$ cat src/rtl/decode_stage.sv
// RV32I/RV64I (+optional M) decode stage with registered output and a 2-entry skid buffer.
// Latency 1 cycle; o_Ready is registered as !skid_full so fetch stalls one entry early without loss.
module decode_stage #(
  parameter int XLEN     = 32,
  parameter int ENABLE_M = 0
) (
  input  logic            i_Clock,
  input  logic            i_Reset,
  input  logic            i_Flush,
  input  logic            i_Valid,
  output logic            o_Ready,
  input  logic [31:0]     i_InstructionWord,
  input  logic [XLEN-1:0] i_Pc,
  output logic            o_Valid,
  input  logic            i_Ready,
  output logic [XLEN-1:0] o_Pc,
  output logic [XLEN-1:0] o_Immediate,
  output logic [4:0]      o_Rs1,
  output logic [4:0]      o_Rs2,
  output logic [4:0]      o_Rd,
  output logic [2:0]      o_AluOp,
  output logic            o_AluOpAlt,
  output logic [1:0]      o_AluSrc1,
  output logic [1:0]      o_AluSrc2,
  output logic            o_MemRead,
  output logic            o_MemWrite,
  output logic [2:0]      o_MemMode,
  output logic            o_RegWrite,
  output logic            o_WbSrc,
  output logic            o_Jump,
  output logic            o_Branch,
  output logic            o_Jalr,
  output logic            o_MulDiv,
  output logic            o_Word,
  output logic            o_Exception,
  output logic [3:0]      o_Cause
);

  localparam logic RV64 = (XLEN == 64);
  localparam logic M_EN = (ENABLE_M != 0);

  typedef struct packed {
    logic [XLEN-1:0] pc;
    logic [XLEN-1:0] imm;
    logic [4:0]      rs1;
    logic [4:0]      rs2;
    logic [4:0]      rd;
    logic [2:0]      alu_op;
    logic            alu_op_alt;
    logic [1:0]      alu_src1;
    logic [1:0]      alu_src2;
    logic            mem_read;
    logic            mem_write;
    logic [2:0]      mem_mode;
    logic            reg_write;
    logic            wb_src;
    logic            jump;
    logic            branch;
    logic            jalr;
    logic            mul_div;
    logic            word;
    logic            exception;
    logic [3:0]      cause;
  } dec_t;

  logic [31:0] w;
  logic [6:0]  opc;
  logic [6:0]  f7;
  logic [2:0]  f3;
  assign w   = i_InstructionWord;
  assign opc = w[6:0];
  assign f7  = w[31:25];
  assign f3  = w[14:12];

  dec_t               d;
  logic               illegal;
  logic               ecall;
  logic               ebreak;
  logic signed [31:0] imm32;

  always_comb begin
    d          = '0;
    illegal    = 1'b0;
    ecall      = 1'b0;
    ebreak     = 1'b0;
    imm32      = '0;
    d.pc       = i_Pc;
    d.rs1      = w[19:15];
    d.rs2      = w[24:20];
    d.rd       = w[11:7];
    d.alu_op   = f3;
    case (opc)
      7'b0000011: begin // LOAD
        imm32      = {{20{w[31]}}, w[31:20]};
        d.alu_op   = 3'b000;
        d.alu_src2 = 2'd1;
        d.mem_read = 1'b1;
        d.mem_mode = f3;
        d.reg_write = 1'b1;
        d.wb_src   = 1'b1;
        illegal    = (f3 == 3'b111) || (!RV64 && (f3 == 3'b110 || f3 == 3'b011));
      end
      7'b0100011: begin // STORE
        imm32       = {{20{w[31]}}, w[31:25], w[11:7]};
        d.alu_op    = 3'b000;
        d.alu_src2  = 2'd1;
        d.mem_write = 1'b1;
        d.mem_mode  = f3;
        illegal     = f3[2] || (!RV64 && f3 == 3'b011);
      end
      7'b1100011: begin // BRANCH
        imm32    = {{19{w[31]}}, w[31], w[7], w[30:25], w[11:8], 1'b0};
        d.alu_op = 3'b000;
        d.branch = 1'b1;
        illegal  = (f3 == 3'b010) || (f3 == 3'b011);
      end
      7'b1100111: begin // JALR
        imm32       = {{20{w[31]}}, w[31:20]};
        d.alu_op    = 3'b000;
        d.alu_src1  = 2'd1;
        d.alu_src2  = 2'd2;
        d.reg_write = 1'b1;
        d.jump      = 1'b1;
        d.jalr      = 1'b1;
        illegal     = (f3 != 3'b000);
      end
      7'b1101111: begin // JAL
        imm32       = {{11{w[31]}}, w[31], w[19:12], w[20], w[30:21], 1'b0};
        d.alu_op    = 3'b000;
        d.alu_src1  = 2'd1;
        d.alu_src2  = 2'd2;
        d.reg_write = 1'b1;
        d.jump      = 1'b1;
      end
      7'b0110111, 7'b0010111: begin // LUI / AUIPC: result is src1 + upper immediate
        imm32       = {w[31:12], 12'b0};
        d.alu_op    = 3'b000;
        d.alu_src1  = opc[5] ? 2'd2 : 2'd1;
        d.alu_src2  = 2'd1;
        d.reg_write = 1'b1;
      end
      7'b0010011: begin // OP-IMM
        imm32       = {{20{w[31]}}, w[31:20]};
        d.alu_src2  = 2'd1;
        d.reg_write = 1'b1;
        if (f3 == 3'b001)
          illegal = !(f7 == 7'b0 || (RV64 && f7[6:1] == 6'b0));
        if (f3 == 3'b101) begin
          d.alu_op_alt = w[30];
          illegal = !(f7 == 7'b0 || f7 == 7'b0100000 ||
                      (RV64 && (f7[6:1] == 6'b0 || f7[6:1] == 6'b010000)));
        end
      end
      7'b0011011: begin // OP-IMM-32
        imm32        = {{20{w[31]}}, w[31:20]};
        d.alu_src2   = 2'd1;
        d.reg_write  = 1'b1;
        d.word       = RV64;
        d.alu_op_alt = (f3 == 3'b101) && w[30];
        illegal = !RV64 || !((f3 == 3'b000) || (f3 == 3'b001 && f7 == 7'b0) ||
                             (f3 == 3'b101 && (f7 == 7'b0 || f7 == 7'b0100000)));
      end
      7'b0110011, 7'b0111011: begin // OP / OP-32
        d.reg_write = 1'b1;
        d.word      = opc[3] && RV64;
        case (f7)
          7'b0000000: illegal = opc[3] && !(f3 == 3'b000 || f3 == 3'b001 || f3 == 3'b101);
          7'b0100000: begin
            d.alu_op_alt = 1'b1;
            illegal = !(f3 == 3'b000 || f3 == 3'b101);
          end
          7'b0000001: begin
            d.mul_div = 1'b1;
            illegal = !M_EN || (opc[3] && (f3 == 3'b001 || f3 == 3'b010 || f3 == 3'b011));
          end
          default: illegal = 1'b1;
        endcase
        if (opc[3] && !RV64)
          illegal = 1'b1;
      end
      7'b1110011: begin // SYSTEM: only ECALL/EBREAK, no CSRs
        if (w == 32'h0000_0073)      ecall   = 1'b1;
        else if (w == 32'h0010_0073) ebreak  = 1'b1;
        else                         illegal = 1'b1;
      end
      default: illegal = 1'b1;
    endcase
    if (w[1:0] != 2'b11)
      illegal = 1'b1;
    d.imm = XLEN'(imm32);
    if (illegal || ecall || ebreak) begin
      d.exception = 1'b1;
      d.cause     = illegal ? 4'd2 : (ecall ? 4'd11 : 4'd3);
      d.reg_write = 1'b0;
      d.mem_read  = 1'b0;
      d.mem_write = 1'b0;
      d.jump      = 1'b0;
      d.branch    = 1'b0;
      d.jalr      = 1'b0;
      d.mul_div   = 1'b0;
    end
  end

  dec_t e0, e1;
  logic v0, v1, rdy;
  logic in_fire, out_fire;
  assign in_fire  = i_Valid && rdy;
  assign out_fire = v0 && i_Ready;

  always_ff @(posedge i_Clock) begin
    if (i_Reset) begin
      e0  <= '0;
      e1  <= '0;
      v0  <= 1'b0;
      v1  <= 1'b0;
      rdy <= 1'b0;
    end else if (i_Flush) begin
      v0  <= 1'b0;
      v1  <= 1'b0;
      rdy <= 1'b1;
    end else if (!v0 || out_fire) begin
      // entry 0 is free this cycle: refill from skid first to keep order
      if (v1) begin
        e0  <= e1;
        v0  <= 1'b1;
        if (in_fire) e1 <= d;
        v1  <= in_fire;
        rdy <= !in_fire;
      end else begin
        if (in_fire) e0 <= d;
        v0  <= in_fire;
        rdy <= 1'b1;
      end
    end else if (in_fire) begin
      e1  <= d;
      v1  <= 1'b1;
      rdy <= 1'b0;
    end
  end

  assign o_Ready     = rdy;
  assign o_Valid     = v0;
  assign o_Pc        = e0.pc;
  assign o_Immediate = e0.imm;
  assign o_Rs1       = e0.rs1;
  assign o_Rs2       = e0.rs2;
  assign o_Rd        = e0.rd;
  assign o_AluOp     = e0.alu_op;
  assign o_AluOpAlt  = e0.alu_op_alt;
  assign o_AluSrc1   = e0.alu_src1;
  assign o_AluSrc2   = e0.alu_src2;
  assign o_MemRead   = e0.mem_read;
  assign o_MemWrite  = e0.mem_write;
  assign o_MemMode   = e0.mem_mode;
  assign o_RegWrite  = e0.reg_write;
  assign o_WbSrc     = e0.wb_src;
  assign o_Jump      = e0.jump;
  assign o_Branch    = e0.branch;
  assign o_Jalr      = e0.jalr;
  assign o_MulDiv    = e0.mul_div;
  assign o_Word      = e0.word;
  assign o_Exception = e0.exception;
  assign o_Cause     = e0.cause;

endmodule

$ cat config.mk
export PLATFORM = sky130hd
export DESIGN_NAME = decode_stage
export DESIGN_NICKNAME = d
export VERILOG_FILES = /design/src/rtl/decode_stage.sv
export SDC_FILE = /design/constraint.sdc
export NUM_CORES = 1
export LEC_CHECK = 0
export ABC_AREA = 1
export CAP_MARGIN = 20
export CORE_MARGIN = 5
export CORE_UTILIZATION = 52
export CTS_CLUSTER_SIZE = 12
export DETAILED_ROUTE_END_ITERATION = 16
export PLACE_DENSITY = 0.8
export SLEW_MARGIN = 10
export SYNTH_ARGS = -nofsm -noshare
export SYNTH_HDL_FRONTEND = slang
export SYNTH_SLANG_ARGS = --single-unit
$ cat constraint.sdc
create_clock -name i_Clock -period 1.9 [get_ports i_Clock]
set_clock_uncertainty 0.1 [all_clocks]
set_input_delay 0.38 -clock i_Clock [delete_from_list [all_inputs] [get_ports i_Clock]]
set_output_delay 0.38 -clock i_Clock [all_outputs]
set_load 0.05 [all_outputs]
==> flow_summary_export.csv <==
group,metric,value,unit
run_status,outcome,"complete, no violations",
setup_path,r2r-start,"o_Valid",
placed_design,hpwl,18600,µm
cells_and_area,nFillCells,1327,
placed_design,dp.cells,1654,
cells_and_area,post-route-util,0.7336,
grt,met1_usage,0.3605,
logic_synthesis,netlist.top_cell.by_area,"dfxtp_1",
grt,met3_usage,0.04499,
pwr,p_sw_frac,0.2556,
pwr,p_int,7471,µW
setup_path,rr_endpoint,"e1[58]",
grt,gr-total-overflow,0,
pwr,leakagePower,0.005691,µW
logic_synthesis,synthesis.area,8825,µm²
pwr,power,10040,µW
cts,clock_latency,0.50,ns
cells_and_area,design_area,12210,µm²
pwr,max-vdd-ir-drop,914.6,µV
floorplan,std_cell_rows,47,
setup_path,cp.required,2.24,ns
grt,grt_pass1_wl,44420,µm
cells_and_area,layout_commonest_cell,"dfxtp_1",
logic_synthesis,seq_area_frac_synth,0.4651,
grt,grt.busiest_layer,"met2",
grt,grt_antenna_before_repair,2,
sta,period_needed,1.820,ns
placed_design,place_area,11270,µm²
routing,drt_wl_total,27660,µm
sta,period_share,0.9578,
routing,wl_per_cell,16.33,µm
logic_synthesis,yosys_warnings,0,
cts,root_buffer,"clkbuf_16",
pwr,p_sw,2565,µW
placed_design,place.port_buffers,172,
flow_run,max_cap_violations,0,
sta,worstMarginPinSlew,0.5120,ns
grt,grt_use_met2,0.4347,
logic_synthesis,syn_inst,1242,
logic_synthesis,ys_async_sr_fraction,0,
setup_path,worstPathMaxFanout,7,
logic_synthesis,syn_area_per_cell,7.105,µm²
floorplan,dieHeight,140.3,µm
cts,path_clk_slew,0.06,ns
pwr,seq_power_share,0.447,
pwr,p_per_area,822.0,nW/µm²
setup_path,r2r_slack,0.22,ns
sta,slew_headroom,0.6587,
routing,drtAntennaViolNets,0,
routing,drcViolationCount,0,
cts,cts.sinks,205,
sta,max_freq,549.5,MHz
logic_synthesis,synth-edff-count,0,
logic_synthesis,synthFlopType,"dfxtp_1",
grt,grt_pass1_vias,8829,
logic_synthesis,ys_top_cells_by_area,"dfxtp_1 (47%), o21ai_0 (11%), nor2_1 (8.7%), nand2_1 (8.5%), a21oi_1 (7.0%)",
floorplan,core_area,16640,µm²
floorplan,start_util,0.5303,
routing,drt_iter0_drc,847,
cts,cts_tree,"done",
floorplan,die_x,140.3,µm
floorplan,top_level_ports,175,
grt,global_route.usage.total,0.2688,
pwr,comb_power_share,0.137,
setup_path,critPathCapture,"o_RegWrite",
logic_synthesis,netlist.area_leader.share,0.4651,
cells_and_area,drive_gt1_frac,0.2208,
cts,clock_path_buffers,3,
logic_synthesis,yosysUniqueCellTypes,37,
setup_path,crit_arrival,2.16,ns
hold_path,hp-class,"in2reg",
cts,cts_max_level,1,
cells_and_area,areaGrowthSynthToFinish,38.35,%
pwr,clkPwrFrac,0.417,
setup_path,end_kind,"flip-flop",
cells_and_area,final_cell_mix,"dfxtp_1 (202), buf_4 (196), nand2_1 (194), o21ai_0 (194), nor2_1 (188)",
setup_path,r2r_cells,11,
sta,tns,0,ns
sta,finalHoldViolCount,0,
setup_path,critPathKind,"in2reg",
grt,grt_start_max_net_pins,105,
floorplan,dieArea,19680,µm²
sta,setup_viol,0,
routing,dr_total_vias,9254,
sta,final-max-slew-violation-count,0,
cts,cts_made_buffers,22,
placed_design,gp_congestion,0.9338,
routing,drt-vias-per-instance,5.463,
setup_path,startpoint_type,"input pin",
cells_and_area,final_nets,1529,
routing,drt-pass1-iter-count,5,
cells_and_area,final_cell_count_no_fill,1694,
logic_synthesis,ys_ff_latch,205,
setup_path,worstSetupStartpoint,"i_InstructionWord[23]",
[Yosys cell counts, types with 4 or more instances]
| library cell | n |
|---|---|
| inv_2 | 9 |
| nand4_1 | 10 |
| nor2_2 | 5 |
| buf_1 | 4 |
| o21ai_0 | 201 |
| o22ai_1 | 7 |
| nand3_1 | 16 |
| nand2_2 | 4 |
| a21oi_1 | 123 |
| dfxtp_1 | 205 |
| nand2_1 | 199 |
| nor2_1 | 204 |
| inv_1 | 77 |
| o21ai_2 | 12 |
| nor3_1 | 8 |
| buf_2 | 16 |
| clkbuf_1 | 66 |
| a31oi_1 | 47 |
[critical path, stage by stage]
cell,delay [ns]
clkdlybuf4s50_1,0.42
inv_1,0.11
nand3_2,0.11
nor2_4,0.14
nand2_1,0.08
o21ai_1,0.16
nand2_1,0.12
nor2_4,0.22
nand4_1,0.17
nand2_1,0.09
nand2_1,0.06
a21oi_2,0.10
[state kept, by name, indices dropped and copies added, names as in the netlist, 2 cells and up]
signal and flops:
e1 101, o_Rd 5, o_AluSrc2 2, o_Immediate 32, o_Rs2 5, o_AluOp 3
o_Pc 32, o_Cause 3, o_MemMode 3, o_Rs1 5, o_AluSrc1 2
[timing repair]
| item | 4_1_cts | 5_1_grt |
|---|---|---|
| pin swaps | 1 | 25 |
| resized for setup | 18 | 59 |
| endpoints found under the setup margin | 63 | 81 |
| buffers inserted | 0 | 2 |
| hold buffers | 0 | 0 |
| cloned | 0 | 0 |
[kinds of logic after synthesis]
family                 share of synthesized area
other                                  0.0004249
flip-flops                                0.4651
buffers and inverters                    0.08025
AND/OR/NAND/NOR                           0.2124
AO/OA/AOI/OAI                             0.2419
[metal layers]
metal  routed length [µm]  share of wire
met5                    0              0
met1                11780           0.43
met4                 1076          0.039
met2                13000           0.47
met3                 1797          0.065
[final cells by class]
type / count / area [µm²] / share of cell area
tap: 220 / 275.3 / 0.02255
antenna: 2 / 5.005 / 0.0004099
sequential: 205 / 4110 / 0.3366
clock inverter: 3 / 65.06 / 0.005329
multi-input combinational: 860 / 4197 / 0.3437
timing repair buffer: 284 / 2591 / 0.2122
clock buffer: 33 / 633.1 / 0.05185
inverter: 87 / 332.8 / 0.02726
[how the worst min path moves through the flow]
stage | slack [ns] | end | depth (start not counted) | start
floorplan | 0.32 | e1[6] | 2 | e1[6]
global placement | 0.33 | e1[6] | 2 | e1[6]
detailed placement | 0.33 | e1[6] | 2 | e1[6]
CTS | 0.31 | e1[6] | 3 | i_Reset
global route | 0.17 | o_Rs2[1] | 3 | i_InstructionWord[21]
finish | 0.14 | o_Rs2[1] | 3 | i_InstructionWord[21]
[power by group through the flow]
| stage | Combinational, µW | Sequential [µW] | Clock (µW) |
|---|---|---|---|
| 2_1_floorplan | 375 | 4920 | 0 |
| 3_3_place_gp | 1320 | 4570 | 0 |
| 3_5_place_dp | 1330 | 4570 | 0 |
| 4_1_cts | 1350 | 4480 | 4240 |
| 5_1_grt | 1460 | 4490 | 4440 |
| 6_report | 1370 | 4480 | 4180 |
[metrics by stage]
step | hold slack [ns] | setup WS, ns
after floorplan | 0.3193 | 0.06268
after global placement | 0.3280 | -0.6144
after detailed placement | 0.3282 | -0.6622
after CTS | 0.3120 | -0.01956
after global routing | 0.1691 | -0.09124
final | 0.1357 | 0.08024
(Power assumes the default switching activity.)
